## config.mk

```make
export PLATFORM = sky130hd
export DESIGN_NAME = furv_wb_split_flat
export DESIGN_NICKNAME = d
export VERILOG_FILES = /design/src/rtl/furv_wb_split_pkg.sv /design/src/rtl/furv_wb_split_if.sv /design/src/rtl/furv_load_align.sv /design/src/rtl/furv_wb_split.sv /design/src/flat_wrapper.sv
export SDC_FILE = /design/constraint.sdc
export NUM_CORES = 1
export LEC_CHECK = 0
export ABC_AREA = 1
export BUFFER_PORTS_ARGS = -buffer_cell sky130_fd_sc_hd__buf_2
export CORE_ASPECT_RATIO = 0.9
export CORE_UTILIZATION = 40
export DETAILED_ROUTE_END_ITERATION = 10
export GPL_TIMING_DRIVEN = 1
export PLACE_DENSITY = 0.69
export SYNTH_ARGS = -nofsm -noshare
export SYNTH_HDL_FRONTEND = slang
export SYNTH_HIERARCHICAL = 1
export SYNTH_SLANG_ARGS = --single-unit
```

## constraint.sdc

```tcl
create_clock -name clk -period 2.73 [get_ports clk]
set_clock_uncertainty 0.15 [all_clocks]
set_input_delay 0.546 -clock clk [delete_from_list [all_inputs] [get_ports clk]]
set_output_delay 0.546 -clock clk [all_outputs]
set_load 0.01 [all_outputs]
```

## src/rtl/furv_wb_split_pkg.sv

```systemverilog
// Shared encodings for the furv writeback stage: result select, load width and FSM states.
package furv_wb_pkg;

    localparam logic [1:0] WB_MEM   = 2'd0;
    localparam logic [1:0] WB_PC    = 2'd1;
    localparam logic [1:0] WB_ALU   = 2'd2;
    localparam logic [1:0] WB_SHIFT = 2'd3;

    localparam logic [1:0] MW_B = 2'd0;
    localparam logic [1:0] MW_H = 2'd1;
    localparam logic [1:0] MW_W = 2'd2;
    localparam logic [1:0] MW_D = 2'd3;

    localparam logic [1:0] ST_IDLE = 2'd0;
    localparam logic [1:0] ST_HI   = 2'd1;
    localparam logic [1:0] ST_DONE = 2'd2;

    // A doubleword load on a 32-bit datapath degrades to a word load.
    function automatic logic [1:0] eff_width(input logic [1:0] mw, input int xlen);
        return (xlen == 32 && mw == MW_D) ? MW_W : mw;
    endfunction

endpackage

```

## src/rtl/furv_wb_split_if.sv

```systemverilog
// Bus bundle between the memory stage and the writeback stage; the stage itself uses the slave modport.
interface furv_wb_split_if #(parameter int XLEN = 32);
    localparam int OFFW = $clog2(XLEN / 8);

    logic [4:0]      rd;
    logic [1:0]      wb_sel;
    logic [1:0]      mem_width;
    logic            mem_unsigned;
    logic [XLEN-1:0] alu_results;
    logic [XLEN-1:0] shifter_results;
    logic [XLEN-1:0] adjacent_pc;
    logic            reverse_wb;
    logic            mem;
    logic            mem_ack;
    logic [XLEN-1:0] data_in;
    logic [OFFW-1:0] byte_addr;
    logic            valid_i;
    logic            stall_i;
    logic            stall_o;
    logic            valid_o;
    logic [4:0]      wb_rel_rd;
    logic [XLEN-1:0] wb_rd_value;
    logic            wb_rd_ready;
    logic            split_o;

    modport master (
        output rd, wb_sel, mem_width, mem_unsigned, alu_results, shifter_results,
               adjacent_pc, reverse_wb, mem, mem_ack, data_in, byte_addr, valid_i, stall_i,
        input  stall_o, valid_o, wb_rel_rd, wb_rd_value, wb_rd_ready, split_o
    );

    modport slave (
        input  rd, wb_sel, mem_width, mem_unsigned, alu_results, shifter_results,
               adjacent_pc, reverse_wb, mem, mem_ack, data_in, byte_addr, valid_i, stall_i,
        output stall_o, valid_o, wb_rel_rd, wb_rd_value, wb_rd_ready, split_o
    );
endinterface

```

## src/rtl/furv_load_align.sv

```systemverilog
// Combinational load aligner: picks S bytes at byte_addr out of {hi, lo} and sign/zero extends them.
module furv_load_align
    import furv_wb_pkg::*;
#(
    parameter int XLEN = 32,
    localparam int OFFW = $clog2(XLEN / 8)
) (
    input  logic [XLEN-1:0] lo,
    input  logic [XLEN-1:0] hi,
    input  logic [OFFW-1:0] byte_addr,
    input  logic [1:0]      mem_width,
    input  logic            mem_unsigned,
    output logic [XLEN-1:0] value
);

    logic [XLEN-1:0] window;
    logic [XLEN-1:0] keep;
    logic            sign_bit;

    assign window = XLEN'({hi, lo} >> {byte_addr, 3'b000});

    always_comb begin
        keep     = '1;
        sign_bit = window[XLEN-1];
        case (eff_width(mem_width, XLEN))
            MW_B: begin keep = XLEN'({8{1'b1}});  sign_bit = window[7];  end
            MW_H: begin keep = XLEN'({16{1'b1}}); sign_bit = window[15]; end
            MW_W: begin keep = XLEN'({32{1'b1}}); sign_bit = window[31]; end
            default: ;
        endcase
    end

    assign value = (window & keep) | ((sign_bit && !mem_unsigned) ? ~keep : '0);

endmodule

```

## src/rtl/furv_wb_split.sv

```systemverilog
// furv writeback stage: result select plus merging of loads that straddle two bus beats.
// Optional FURV_WB_REVERSE_EN adds a bit-reversed shifter result when reverse_wb is set.
module furv_wb_split
    import furv_wb_pkg::*;
#(
    parameter int XLEN = 32
) (
    input logic             clk,
    input logic             rst_n,
    furv_wb_split_if.slave  bus
);

    localparam int NB = XLEN / 8;

    logic [1:0]      state;
    logic [XLEN-1:0] lo_buf;
    logic [XLEN-1:0] hi_buf;
    logic [XLEN-1:0] align_lo;
    logic [XLEN-1:0] align_hi;
    logic [XLEN-1:0] load_value;
    logic [XLEN-1:0] shift_value;
    logic [XLEN-1:0] wb_value;
    logic [3:0]      load_size;
    logic [4:0]      end_byte;
    logic            split;
    logic            cur_stall;
    logic            valid_q;

    assign load_size = 4'd1 << eff_width(bus.mem_width, XLEN);
    assign end_byte  = 5'(bus.byte_addr) + 5'(load_size);
    assign split     = bus.valid_i && bus.mem && (end_byte > 5'(NB));

    // While a split load is pending, the low half comes from lo_buf and the high half
    // from the live beat, or from hi_buf once the downstream stall forced us to park it.
    always_comb begin
        cur_stall = bus.mem && !bus.mem_ack;
        align_lo  = bus.data_in;
        align_hi  = '0;
        case (state)
            ST_HI: begin
                cur_stall = !bus.mem_ack;
                align_lo  = lo_buf;
                align_hi  = bus.data_in;
            end
            ST_DONE: begin
                cur_stall = 1'b0;
                align_lo  = lo_buf;
                align_hi  = hi_buf;
            end
            default: begin
                if (split && bus.mem_ack) cur_stall = 1'b1;
            end
        endcase
    end

    always_ff @(posedge clk or negedge rst_n) begin
        if (!rst_n) begin
            state   <= ST_IDLE;
            lo_buf  <= '0;
            hi_buf  <= '0;
            valid_q <= 1'b0;
        end else begin
            if (!bus.stall_i) valid_q <= bus.valid_i && !cur_stall;
            case (state)
                ST_IDLE: begin
                    if (split && bus.mem_ack) begin
                        lo_buf <= bus.data_in;
                        state  <= ST_HI;
                    end
                end
                ST_HI: begin
                    if (!bus.valid_i) begin
                        state <= ST_IDLE;
                    end else if (bus.mem_ack) begin
                        if (bus.stall_i) begin
                            hi_buf <= bus.data_in;
                            state  <= ST_DONE;
                        end else begin
                            state <= ST_IDLE;
                        end
                    end
                end
                ST_DONE: begin
                    if (!bus.valid_i || !bus.stall_i) state <= ST_IDLE;
                end
                default: state <= ST_IDLE;
            endcase
        end
    end

    furv_load_align #(.XLEN(XLEN)) u_align (
        .lo           (align_lo),
        .hi           (align_hi),
        .byte_addr    (bus.byte_addr),
        .mem_width    (bus.mem_width),
        .mem_unsigned (bus.mem_unsigned),
        .value        (load_value)
    );

`ifdef FURV_WB_REVERSE_EN
    always_comb begin
        shift_value = bus.shifter_results;
        if (bus.reverse_wb) begin
            for (int i = 0; i < XLEN; i++) shift_value[i] = bus.shifter_results[XLEN-1-i];
        end
    end
`else
    logic unused_reverse;
    assign unused_reverse = bus.reverse_wb;
    assign shift_value    = bus.shifter_results;
`endif

    always_comb begin
        case (bus.wb_sel)
            WB_MEM:  wb_value = load_value;
            WB_PC:   wb_value = bus.adjacent_pc;
            WB_ALU:  wb_value = bus.alu_results;
            default: wb_value = shift_value;
        endcase
    end

    assign bus.stall_o     = bus.stall_i || cur_stall;
    assign bus.wb_rel_rd   = bus.rd;
    assign bus.wb_rd_ready = bus.valid_i && !cur_stall;
    assign bus.wb_rd_value = wb_value;
    assign bus.valid_o     = valid_q;
    assign bus.split_o     = (state == ST_HI);

endmodule
```

## src/flat_wrapper.sv

```systemverilog
// flat-port wrapper written by rule: the top's interface ports become plain ports
module furv_wb_split_flat import furv_wb_pkg::*;
#(
    parameter int XLEN = 32
)
  (clk, rst_n, bus_rd, bus_wb_sel, bus_mem_width, bus_mem_unsigned, bus_alu_results, bus_shifter_results, bus_adjacent_pc, bus_reverse_wb, bus_mem, bus_mem_ack, bus_data_in, bus_byte_addr, bus_valid_i, bus_stall_i, bus_stall_o, bus_valid_o, bus_wb_rel_rd, bus_wb_rd_value, bus_wb_rd_ready, bus_split_o);
  furv_wb_split_if #(.XLEN(XLEN)) bus_i ();
  input logic clk;
  input logic rst_n;
  input wire logic [$bits(bus_i.rd)-1:0] bus_rd;
  input wire logic [$bits(bus_i.wb_sel)-1:0] bus_wb_sel;
  input wire logic [$bits(bus_i.mem_width)-1:0] bus_mem_width;
  input wire logic [$bits(bus_i.mem_unsigned)-1:0] bus_mem_unsigned;
  input wire logic [$bits(bus_i.alu_results)-1:0] bus_alu_results;
  input wire logic [$bits(bus_i.shifter_results)-1:0] bus_shifter_results;
  input wire logic [$bits(bus_i.adjacent_pc)-1:0] bus_adjacent_pc;
  input wire logic [$bits(bus_i.reverse_wb)-1:0] bus_reverse_wb;
  input wire logic [$bits(bus_i.mem)-1:0] bus_mem;
  input wire logic [$bits(bus_i.mem_ack)-1:0] bus_mem_ack;
  input wire logic [$bits(bus_i.data_in)-1:0] bus_data_in;
  input wire logic [$bits(bus_i.byte_addr)-1:0] bus_byte_addr;
  input wire logic [$bits(bus_i.valid_i)-1:0] bus_valid_i;
  input wire logic [$bits(bus_i.stall_i)-1:0] bus_stall_i;
  output wire logic [$bits(bus_i.stall_o)-1:0] bus_stall_o;
  output wire logic [$bits(bus_i.valid_o)-1:0] bus_valid_o;
  output wire logic [$bits(bus_i.wb_rel_rd)-1:0] bus_wb_rel_rd;
  output wire logic [$bits(bus_i.wb_rd_value)-1:0] bus_wb_rd_value;
  output wire logic [$bits(bus_i.wb_rd_ready)-1:0] bus_wb_rd_ready;
  output wire logic [$bits(bus_i.split_o)-1:0] bus_split_o;
  assign bus_i.rd = bus_rd;
  assign bus_i.wb_sel = bus_wb_sel;
  assign bus_i.mem_width = bus_mem_width;
  assign bus_i.mem_unsigned = bus_mem_unsigned;
  assign bus_i.alu_results = bus_alu_results;
  assign bus_i.shifter_results = bus_shifter_results;
  assign bus_i.adjacent_pc = bus_adjacent_pc;
  assign bus_i.reverse_wb = bus_reverse_wb;
  assign bus_i.mem = bus_mem;
  assign bus_i.mem_ack = bus_mem_ack;
  assign bus_i.data_in = bus_data_in;
  assign bus_i.byte_addr = bus_byte_addr;
  assign bus_i.valid_i = bus_valid_i;
  assign bus_i.stall_i = bus_stall_i;
  assign bus_stall_o = bus_i.stall_o;
  assign bus_valid_o = bus_i.valid_o;
  assign bus_wb_rel_rd = bus_i.wb_rel_rd;
  assign bus_wb_rd_value = bus_i.wb_rd_value;
  assign bus_wb_rd_ready = bus_i.wb_rd_ready;
  assign bus_split_o = bus_i.split_o;
  furv_wb_split #(.XLEN(XLEN)) u_core (.clk(clk), .rst_n(rst_n), .bus(bus_i));
endmodule
```

==> impl_results.md, run 1 <==
- FF-to-FF path depth: 8
- CTS clock-pin slew for the worst setup and hold paths: 0.05 ns
- DIE WIDTH: 120 um
- Share of layout cells above drive strength 1: 35.3%
- Total design power: 6.64 mW
- CTS root buf: clkbuf_16
- Outcome: finished with violations
- DR DRC count: 0
- Vias in the first global route: 5,330
- Post-Syn Nets: 966
- I/O Pins: 188
- CTS tree: yes
- Count of pins over their slew limit: 0
- Starting DRC count in detailed routing: 565
- Die Y: 108 um
- M3 GR Usage: 4.75%
- HP Class: input port to async pin
- Post-Syn Area: 5020 sq um
- Setup ws final: -0.479 ns
- Global-route wire length before repair: 26.5 mm
- Post-layout nets: 1,159
- Routed vias/inst: 5.17
- Clock tree buffer depth: 2
- CP startpoint: u_core/state[0]
- Placed Cells: 1,148
- Antenna violations before repair: 0
- Cell Area, Placed: 6300 sq um
- Final HPWL DP: 12.7 mm
- Failing checks: setup timing
- FF/Latch Area: 1480 sq um
- H-tree level count: 3
- CTS Sinks: 59
- Stages on worst setup path: 14
- CTS buffer count: 9
- DRT Pass-1 Iters: 5
- Worst path slowest cell: dfrtp_1
- Minimum clock period: 3.21 ns
- Warning count from the yosys run: 6
- Hold Fails Final Rpt: 0
- Pin count of the biggest net entering global routing: 49
- Post-route core utilization: 57.4%
- Fmax: 0.312 GHz
- Max-Cap Viols: 0
- Kind of critical path: register to primary output
- Period utilization: 118%
- CP bufs+invs: 4
- GRT Overall Usage: 26.1%
- Routed Antenna Nets: 0
- CP delay by family, top: simple AND/OR/NAND/NOR gates
- CP max stage delay: 0.36 ns
- P&R area growth vs syn: 38.7%
- Routed WL: 17.2 mm
- Reg-to-reg critical path startpoint: u_core/state[1]
- CP Launch Type: register
- Antenna Cells: 0
- Worst-margin pin slew: 0.621 ns
- Die area: 13,000 sq um
- Routed WL per cell: 14.7 um
- Finished Cell Area: 6960 sq um
- Worst hold slack: 0.0770 ns
- RSZ-0062 raised after global routing: yes
- GR Util met2: 41.0%
- Total core area: 12,100 sq um
- Non-Filler Instances: 1,171
- Leakage: 3.43 nW
- CP required: 2.03 ns
- Final setup fails: 34
- Gpl congestion: 0.878
- Mapped Cells: 813
- Port Buffers: 176
- Worst slew margin: 58.6%
- Top Usage Layer GRT: met2
- Multi-input logic area: 3270 sq um
- Worst EP arrival: 2.51 ns
- Fill count: 1,192
- Grt ovf: 0
- Starting Density: 41.4%
- Worst skew pair latency: 0.33 ns
- Crit path cell chain: inv_2 -> ha_4 -> inv_8 -> buf_8 -> a21oi_4 -> nand2_2 -> nand3_1 -> nand3b_1 -> nand3_4 -> nand3_4 -> nand2_2 -> nand2_1 -> nand4_1 -> buf_2
- VDD IR max: 0.729 mV
- Crit Path Max Fanout: 8
- Std-Cell Rows: 38
- GR Util met1: 36.1%
- Post-synthesis area per instance: 6.17 sq um
- Pwr/cell area: 954 nW/um^2
- CP endpoint kind: primary output
- Detailed-route via count: 6,050
==> flip-flops by register name, summed over array words and instances, names as in the netlist <==
signal / count
u_core/bus.valid_o: 1
u_core/hi_buf: 24
u_core/lo_buf: 32
u_core/state: 2
==> power breakdown <==
group | internal, mW | switching, mW | total (mW)
clock network | 0.730 | 0.388 | 1.12
logic | 1.69 | 2.34 | 4.03
registers | 1.31 | 0.178 | 1.49
total | 3.73 | 2.91 | 6.64
==> cells in the final DEF, fill, tap and decap left out, types with 20 or more instances in the layout <==
master	count
inv_1	52
buf_2	174
nand2_1	325
nand2_2	26
mux2_2	20
nand4_1	32
dfrtp_1	59
o21ai_0	56
buf_4	58
a21oi_1	66
==> area by class of cell <==
type | instances | area share (%)
clock buffers | 14 | 3.65
clock inverters | 2 | 0.503
inverters | 62 | 3.45
multi-input cells | 630 | 47.0
flip-flops and latches | 59 | 21.2
well taps | 160 | 2.88
repair buffers | 243 | 21.2
repair inverters | 1 | 0.108
==> metal layers <==
layer	share of wire, %	routed length (um)	vias to the layer above
li1	-	-	3027
met1	45	7700	2769
met2	46	7990	223
met3	6.3	1080	31
met4	2.5	423	0
met5	0	0	-
==> per-stage QoR <==
step | TNS (ns) | setup WS, ns
2_1_floorplan | 0 | 0.00328
3_3_place_gp | -4.57 | -0.232
3_5_place_dp | -5.93 | -0.287
4_1_cts | -12.14 | -0.450
5_1_grt | -17.68 | -0.606
6_report | -12.89 | -0.479
==> what timing repair did <==
item	CTS	global route
pin swaps	12	28
resized for setup	78	43
hold buffers	0	0
setup endpoints to repair	34	34
setup buffers	3	2
cloned	2	0
==> worst paths after layout <==
check	to	slack [ns]
setup / recovery	bus_wb_rd_value[15]	-0.48
hold / removal	u_core/lo_buf[25]	0.08
setup reg to reg	u_core/hi_buf[6]	0.69
hold reg to reg	u_core/bus.valid_o	0.33
max in group asynchronous	u_core/lo_buf[24]	1.73
min in group clk	u_core/lo_buf[25]	0.29
Note: power is estimated with default switching activity, not from simulation.
==> run 2: changes to the inputs <==
--- a/config.mk
+++ b/config.mk
@@ -7,11 +7,14 @@
 export LEC_CHECK = 0
 export ABC_AREA = 1
 export BUFFER_PORTS_ARGS = -buffer_cell sky130_fd_sc_hd__buf_2
+export CELL_PAD_IN_SITES_DETAIL_PLACEMENT = 1
+export CELL_PAD_IN_SITES_GLOBAL_PLACEMENT = 2
 export CORE_ASPECT_RATIO = 0.9
-export CORE_UTILIZATION = 40
+export CORE_UTILIZATION = 23
 export DETAILED_ROUTE_END_ITERATION = 10
 export GPL_TIMING_DRIVEN = 1
-export PLACE_DENSITY = 0.69
+export PLACE_DENSITY_LB_ADDON = 0.1
+export SETUP_SLACK_MARGIN = 0.5
 export SYNTH_ARGS = -nofsm -noshare
 export SYNTH_HDL_FRONTEND = slang
 export SYNTH_HIERARCHICAL = 1
==> run 2 against run 1 <==
Against the previous run: the run still ends with setup timing left; largest power group unchanged; combinational power increased by 34%; critical endpoint is now bus_wb_rd_value[17]; non-clock buffer count increased by 60; via count increased by 3.9%; clock power about the same; power increased by 21%; sequential share of layout area decreased by 3.4 points; setup slack improved by 0.0030 ns; wire length increased by 37%.
==> impl_results.md, run 2 (synthesis gave the netlist of run 1 again) <==
- Post-route core utilization: 39.4% (-18 points)
- Setup TNS: -12.49 ns (+0.396 ns)
- GRT Overall Usage: 21.7% (-4.5 points)
- Pwr/cell area: 967 nW/um^2 (+1.4%)
- Clock tree buffer depth: 2 (unchanged)
- Cell Area, Placed: 6710 sq um (+6.6%)
- Placed Cells: 1,300 (+13%)
- CP Launch Type: register
- Routed WL: 23.6 mm (+37%)
- DIE WIDTH: 158 um (+31%)
- CP endpoint kind: primary output
- FF-to-FF path depth: 16 (+8)
- DRT Pass-1 Iters: 4 (-1)
- DP Worst Slack: -0.418 ns (-0.131 ns)
- Reg-to-Reg End: u_core/bus.valid_o
- Total core area: 21,100 sq um (+74%)
- Leakage: 4.11 nW (+20%)
- Routed Antenna Nets: 0 (unchanged)
- Kind of critical path: register to primary output
- Crit Path Max Fanout: 8 (unchanged)
- H-tree level count: 3 (unchanged)
- Net Switching: 3.43 mW (+18%)
- CTS Sinks: 59 (unchanged)
- Final setup fails: 34 (unchanged)
- FF-to-FF setup slack: 0.42 ns (-0.27 ns)
- Top Registers: u_core/lo_buf: 32 flops, u_core/hi_buf: 24 flops, u_core/state: 2 flops
- Global-route wire length before repair: 36.8 mm (+39%)
- Setup ws final: -0.476 ns (+0.00302 ns)
- I/O Pins: 188 (unchanged)
- Worst slew margin: 75.5% (+17 points)
- Pint: 4.59 mW (+23%)
- Routed vias/inst: 4.63 (-10%)
- Hold Fails Final Rpt: 0 (unchanged)
- Share of layout cells above drive strength 1: 44.4% (+9.0 points)
- Final HPWL DP: 16.4 mm (+30%)
- HP Class: input port to async pin
- Port Buffers: 176 (unchanged)
- Max reg flops: 32 (unchanged)
- Gpl congestion: 0.778 (-11%)
- Finished Cell Area: 8300 sq um (+19%)
- DR DRC count: 0 (unchanged)
- CTS clock-pin slew for the worst setup and hold paths: 0.05 ns (about the same)
- Antenna Cells: 0 (unchanged)
- Reg power frac: 18.6% (-3.9 points)
- CTS tree: yes
- Comb power frac: 67.3% (+6.6 points)
- CTS root buf: clkbuf_16
- CP startpoint: u_core/state[1]
- Commonest non-fill, non-tap cell in the layout: nand2_1
- Fmax: 0.312 GHz (about the same)
- Minimum clock period: 3.21 ns (-0.00302 ns)
- Failing checks: setup timing
- CP required: 2.03 ns (about the same)
- Vias in the first global route: 6,536 (+23%)
- Starting Density: 23.8% (-18 points)
- Outcome: finished with violations
- CTS buffer count: 9 (unchanged)
- Post-layout nets: 1,219 (+5.2%)
- VDD IR max: 0.386 mV (-47%)
- Reg-to-reg critical path startpoint: u_core/state[1]
- Worst EP arrival: 2.51 ns (about the same)
- Starting DRC count in detailed routing: 237 (-58%)
- P&R area growth vs syn: 65.4%
- Antenna violations before repair: 0 (unchanged)
- Max-Cap Viols: 0 (unchanged)
- Detailed-route via count: 6,287 (+3.9%)
- Period utilization: 117% (about the same)
- Std-Cell Rows: 50 (+32%)
- End of the critical path: bus_wb_rd_value[17]
- Die Y: 142 um (+31%)
- Worst skew pair latency: 0.33 ns (about the same)
- Pin count of the biggest net entering global routing: 60 (+22%)
- RSZ-0062 raised after global routing: yes
- Most flop-heavy register: u_core/lo_buf
- Non-Filler Instances: 1,357 (+16%)
- Worst-margin pin slew: 0.368 ns (-0.253 ns)
- Routed WL per cell: 17.4 um (+18%)
- Grt ovf: 0 (unchanged)
- Die area: 22,400 sq um (+72%)
- Clock share of power: 14.1% (-2.7 points)
- Switching Share: 42.8% (-1.0 points)
- Count of pins over their slew limit: 0 (unchanged)
- Most used cells in the layout excluding fill and tap cells: nand2_1 (294), buf_2 (173), buf_4 (78)
- Hold buffers post-CTS: 0 (unchanged)
-- run 2: cell count changes in the layout (fill, tap and decap cells not counted), moves of 4 or more --
cell / previous run / this run
buf_12: 4 / 13
buf_16: 0 / 11
buf_4: 58 / 78
buf_6: 5 / 22
buf_8: 2 / 6
nand2_1: 325 / 294
nand2_2: 26 / 34
nand2_4: 1 / 24
o21ai_0: 56 / 23
o21ai_1: 17 / 28
o21ai_2: 15 / 37
-- run 2: metrics by stage --
step | hold WS, ns | total power [mW]
floorplan | 0.100 | 3.65
global placement | 0.319 | 5.33
detailed placement | 0.316 | 5.37
CTS | 0.0881 | 7.80
global route | 0.0942 | 8.68
finish | 0.0698 | 8.02
-- run 2: what timing repair did --
action	4_1_cts	5_1_grt
setup buffers	25	3
hold endpoints to repair	0	0
endpoints found under the setup margin	66	69
gates cloned	13	0
resized for setup	209	59
pin swaps	47	13
-- run 2: area by class of cell --
cell class,count,area (sq um)
fill,2714,12800
multi-input combinational,630,3570
timing repair buffer,303,2350
sequential,59,1480
tap,286,358
clock buffer,14,254
inverter,62,240
clock inverter,2,35.0
timing repair inverter,1,16.3
-- run 2: routing by layer --
| layer | up-vias | part of all wire [%] | GRT usage (%) |
|---|---|---|---|
| met4 | 0 | 2.1 | 5.72 |
| met2 | 119 | 49 | 36.9 |
| met5 | - | 0 | 0 |
| met3 | 21 | 3.8 | 3.14 |
| li1 | 3156 | - | - |
| met1 | 2991 | 45 | 28.4 |
-- run 2: power groups by stage --
stage,Sequential [mW],Clock (mW),Combinational (mW)
2_1_floorplan,1.46,0,2.20
3_3_place_gp,1.48,0,3.86
3_5_place_dp,1.49,0,3.88
4_1_cts,1.49,1.17,5.14
5_1_grt,1.55,1.22,5.91
6_report,1.49,1.14,5.40
-- run 2: how the worst min path moves through the flow --
| stage | startpoint | end | slack, ns | cells after the start |
|---|---|---|---|---|
| floorplan | rst_n | u_core/bus.valid_o | 0.10 | 0 |
| global placement | u_core/bus.valid_o | u_core/bus.valid_o | 0.32 | 2 |
| detailed placement | u_core/bus.valid_o | u_core/bus.valid_o | 0.32 | 2 |
| CTS | rst_n | u_core/lo_buf[26] | 0.09 | 2 |
| global route | rst_n | u_core/lo_buf[28] | 0.09 | 2 |
| finish | rst_n | u_core/lo_buf[28] | 0.07 | 2 |
-- run 2: worst max-delay path, cell delays in order (launching register included) --
cell     delay [ns]
dfrtp_1        0.35
inv_2          0.06
ha_4           0.34
inv_8          0.07
buf_6          0.13
a21oi_2        0.10
buf_4          0.13
nand2_2        0.05
nand2_1        0.06
nand2_1        0.05
nand2_1        0.09
nand2_2        0.08
nand3_4        0.11
nand3_4        0.16
nand2_1        0.10
nand2_1        0.07
nand4_1        0.08
buf_2          0.14
==> run 3: changes to the inputs <==
--- a/config.mk
+++ b/config.mk
@@ -10,7 +10,7 @@
 export CELL_PAD_IN_SITES_DETAIL_PLACEMENT = 1
 export CELL_PAD_IN_SITES_GLOBAL_PLACEMENT = 2
 export CORE_ASPECT_RATIO = 0.9
-export CORE_UTILIZATION = 23
+export CORE_UTILIZATION = 28
 export DETAILED_ROUTE_END_ITERATION = 10
 export GPL_TIMING_DRIVEN = 1
 export PLACE_DENSITY_LB_ADDON = 0.1
==> constraint.sdc (replaced) <==
create_clock -name clk -period 4.1 [get_ports clk]
set_clock_uncertainty 0.15 [all_clocks]
set_input_delay 0.82 -clock clk [delete_from_list [all_inputs] [get_ports clk]]
set_output_delay 0.82 -clock clk [all_outputs]
set_load 0.01 [all_outputs]
==> run 3 against run 2 <==
Against the previous run: the run now ends clean; sequential power decreased by 33%; global-route usage grew 1.1 points; die area decreased by 18%; largest cell class unchanged.
==> impl_results.md, run 3 (synthesis gave the netlist of run 1 again) <==
- CP Launch Type: register
- Total core area: 17,600 sq um (-17%)
- Detailed-route via count: 6,016 (-4.3%)
- Leakage: 3.23 nW (-21%)
- Pint: 2.30 mW (-50%)
- DRT Pass-1 Iters: 4 (unchanged)
- Pwr/cell area: 638 nW/um^2 (-34%)
- Worst skew pair latency: 0.33 ns (about the same)
- CTS Sinks: 59 (unchanged)
- P&R area growth vs syn: 32.6%
- Share of layout cells above drive strength 1: 30.2% (-14 points)
- Reg-to-reg critical path startpoint: u_core/state[1]
- Kind of critical path: register to primary output
- Starting Density: 28.6% (+4.8 points)
- Final HPWL DP: 16.1 mm (-2.0%)
- Hold buffers post-CTS: 0 (unchanged)
- Most used cells in the layout excluding fill and tap cells: nand2_1 (330), buf_2 (176), a21oi_1 (69), o21ai_0 (69), dfrtp_1 (59)
- Outcome: complete, no violations
- Max reg flops: 32 (unchanged)
- Crit path cell chain: inv_2 -> ha_4 -> inv_6 -> buf_8 -> a21oi_2 -> nand2_1 -> nand2_1 -> nand2_1 -> nand2_2 -> nand2_2 -> nand3_4 -> nand3_4 -> nand2_2 -> nand2_1 -> nand4_1 -> buf_2
- Crit Path Max Fanout: 13 (+5)
- I/O Pins: 188 (unchanged)
- Top Registers: u_core/lo_buf: 32 flops, u_core/hi_buf: 24 flops, u_core/state: 2 flops
- Worst-margin pin slew: 1.06 ns (+0.690 ns)
- DIE WIDTH: 143 um (-9.2%)
- VDD IR max: 0.308 mV (-20%)
- Gpl congestion: 0.805 (+3.5%)
- Period utilization: 86.7%
- Commonest non-fill, non-tap cell in the layout: nand2_1
- Non-Filler Instances: 1,214 (-11%)
- Routed WL: 21.1 mm (-11%)
- Starting DRC count in detailed routing: 309 (+30%)
- Die area: 18,500 sq um (-18%)
- Hold Fails Final Rpt: 0 (unchanged)
- CP dominant cell by count: nand2_1
- Worst slew margin: 29.4% (-46 points)
- Clock tree buffer depth: 2 (unchanged)
- Grt ovf: 0 (unchanged)
- Hold Path Origin: u_core/lo_buf[8]
- Finished Cell Area: 6650 sq um (-20%)
- RSZ-0062 raised after global routing: yes
- Max-Cap Viols: 0 (unchanged)
- Net Switching: 1.94 mW (-44%)
- Pin count of the biggest net entering global routing: 65 (+8.3%)
- CP max stage delay: 0.37 ns (+0.02 ns)
- Minimum clock period: 3.56 ns
- CTS tree: yes
- Count of pins over their slew limit: 0 (unchanged)
- CP endpoint kind: primary output
- HP Class: register to register
- Final setup fails: 0 (-100%)
- DR DRC count: 0 (unchanged)
- Setup ws final: 0.545 ns (+1.02 ns)
- Worst EP arrival: 2.59 ns (+0.08 ns)
- Fmax: 0.281 GHz
- DP Worst Slack: 0.388 ns (+0.806 ns)
- Worst path slowest cell: dfrtp_1
- Routed Antenna Nets: 0 (unchanged)
- Placed Cells: 1,188 (-8.6%)
- Port Buffers: 176 (unchanged)
- Setup TNS: 0 ns (+12.49 ns)
- Global-route wire length before repair: 32.3 mm (-12%)
- CP startpoint: u_core/state[1]
- H-tree level count: 3 (unchanged)
- Antenna violations before repair: 0 (unchanged)
- Switching Share: 45.7% (+2.9 points)
- Most flop-heavy register: u_core/lo_buf
- FF-to-FF setup slack: 2.08 ns (+1.66 ns)
- Routed WL per cell: 17.3 um (-0.11%)
- Routed vias/inst: 4.96 (+7.0%)
- Reg power frac: 23.6% (+5.0 points)
- Die Y: 129 um (-9.2%)
- Comb power frac: 58.6% (-8.7 points)
- CP required: 3.13 ns (+1.10 ns)
- GRT Overall Usage: 22.8% (+1.1 points)
- CTS root buf: clkbuf_16
- Cell Area, Placed: 6050 sq um (-9.8%)
- Std-Cell Rows: 46 (-8.0%)
- Post-layout nets: 1,122 (-8.0%)
- Vias in the first global route: 6,167 (-5.6%)
- CTS clock-pin slew for the worst setup and hold paths: 0.06 ns (about the same)
- Clock share of power: 17.9% (+3.8 points)
- CTS buffer count: 9 (unchanged)
- Antenna Cells: 0 (unchanged)
==> run 3: changes by cell type in the layout (fill, tap and decap cells not counted), sizes merged <==
cell and change:
inv -1, buf -97, clkinv +2, clkbuf -2
clkinvlp +1
==> run 3: what timing repair did <==
| action | CTS | global route |
|---|---|---|
| setup endpoints to repair | 33 | 31 |
| pin swaps | 2 | 21 |
| buffers inserted | 6 | 2 |
| resized for setup | 25 | 49 |
| cloned | 1 | 1 |
==> run 3: critical path: cells and delay by family, from the launching register on <==
family                   cells  cell delay, ns
buffers and inverters        4            0.43
flip-flops                   1            0.37
AND/OR/NAND/NOR             10            1.01
AO/OA/AOI/OAI                1            0.14
adder cells (fa/ha/maj)      1            0.30
==> run 3: layer usage <==
metal | GRT usage [%] | routed length (um) | vias to the layer above
met5 | 0 | 0 | -
met4 | 6.01 | 358 | 0
met3 | 3.09 | 960 | 26
met2 | 40.1 | 10400 | 127
met1 | 29.2 | 9290 | 2923
li1 | - | - | 2940
==> run 3: final timing paths <==
check	to	cells past startpoint
worst min-delay path	u_core/lo_buf[8]	1
max in group asynchronous	u_core/hi_buf[22]	2
worst max-delay path	bus_wb_rd_value[21]	16
worst max register to register	u_core/hi_buf[5]	7
min in group asynchronous	u_core/lo_buf[2]	1
worst min register to register	u_core/lo_buf[8]	1
==> run 3: final cells by class <==
type                            instances  area, sq um
Clock buffer                           11          243
Clock inverter                          5         52.6
Fill cell                            2344        10900
Inverter                               62          238
Multi-Input combinational cell        630         3180
Sequential cell                        59         1480
Tap cell                              240          300
Timing Repair Buffer                  207         1160
==> run 3: power by group through the flow <==
stage               clock (mW)  combinational, mW  sequential (mW)
finish                   0.758               2.48            0.999
global route             0.800               2.76             1.03
CTS                      0.782               2.30            0.999
detailed placement           0               2.13             1.01
global placement             0               2.08            0.987
floorplan                    0               1.36            0.970
==> run 3: per-stage QoR <==
| stage | total power, mW | hold WS (ns) | utilization (%) |
|---|---|---|---|
| 3_5_place_dp | 3.14 | 0.330 | 34.5 |
| 2_1_floorplan | 2.33 | 0.314 | - |
| 5_1_grt | 4.60 | 0.358 | 37.9 |
| 4_1_cts | 4.08 | 0.344 | 37.0 |
| 6_report | 4.24 | 0.341 | 37.9 |
| 3_3_place_gp | 3.07 | 0.321 | 34.5 |
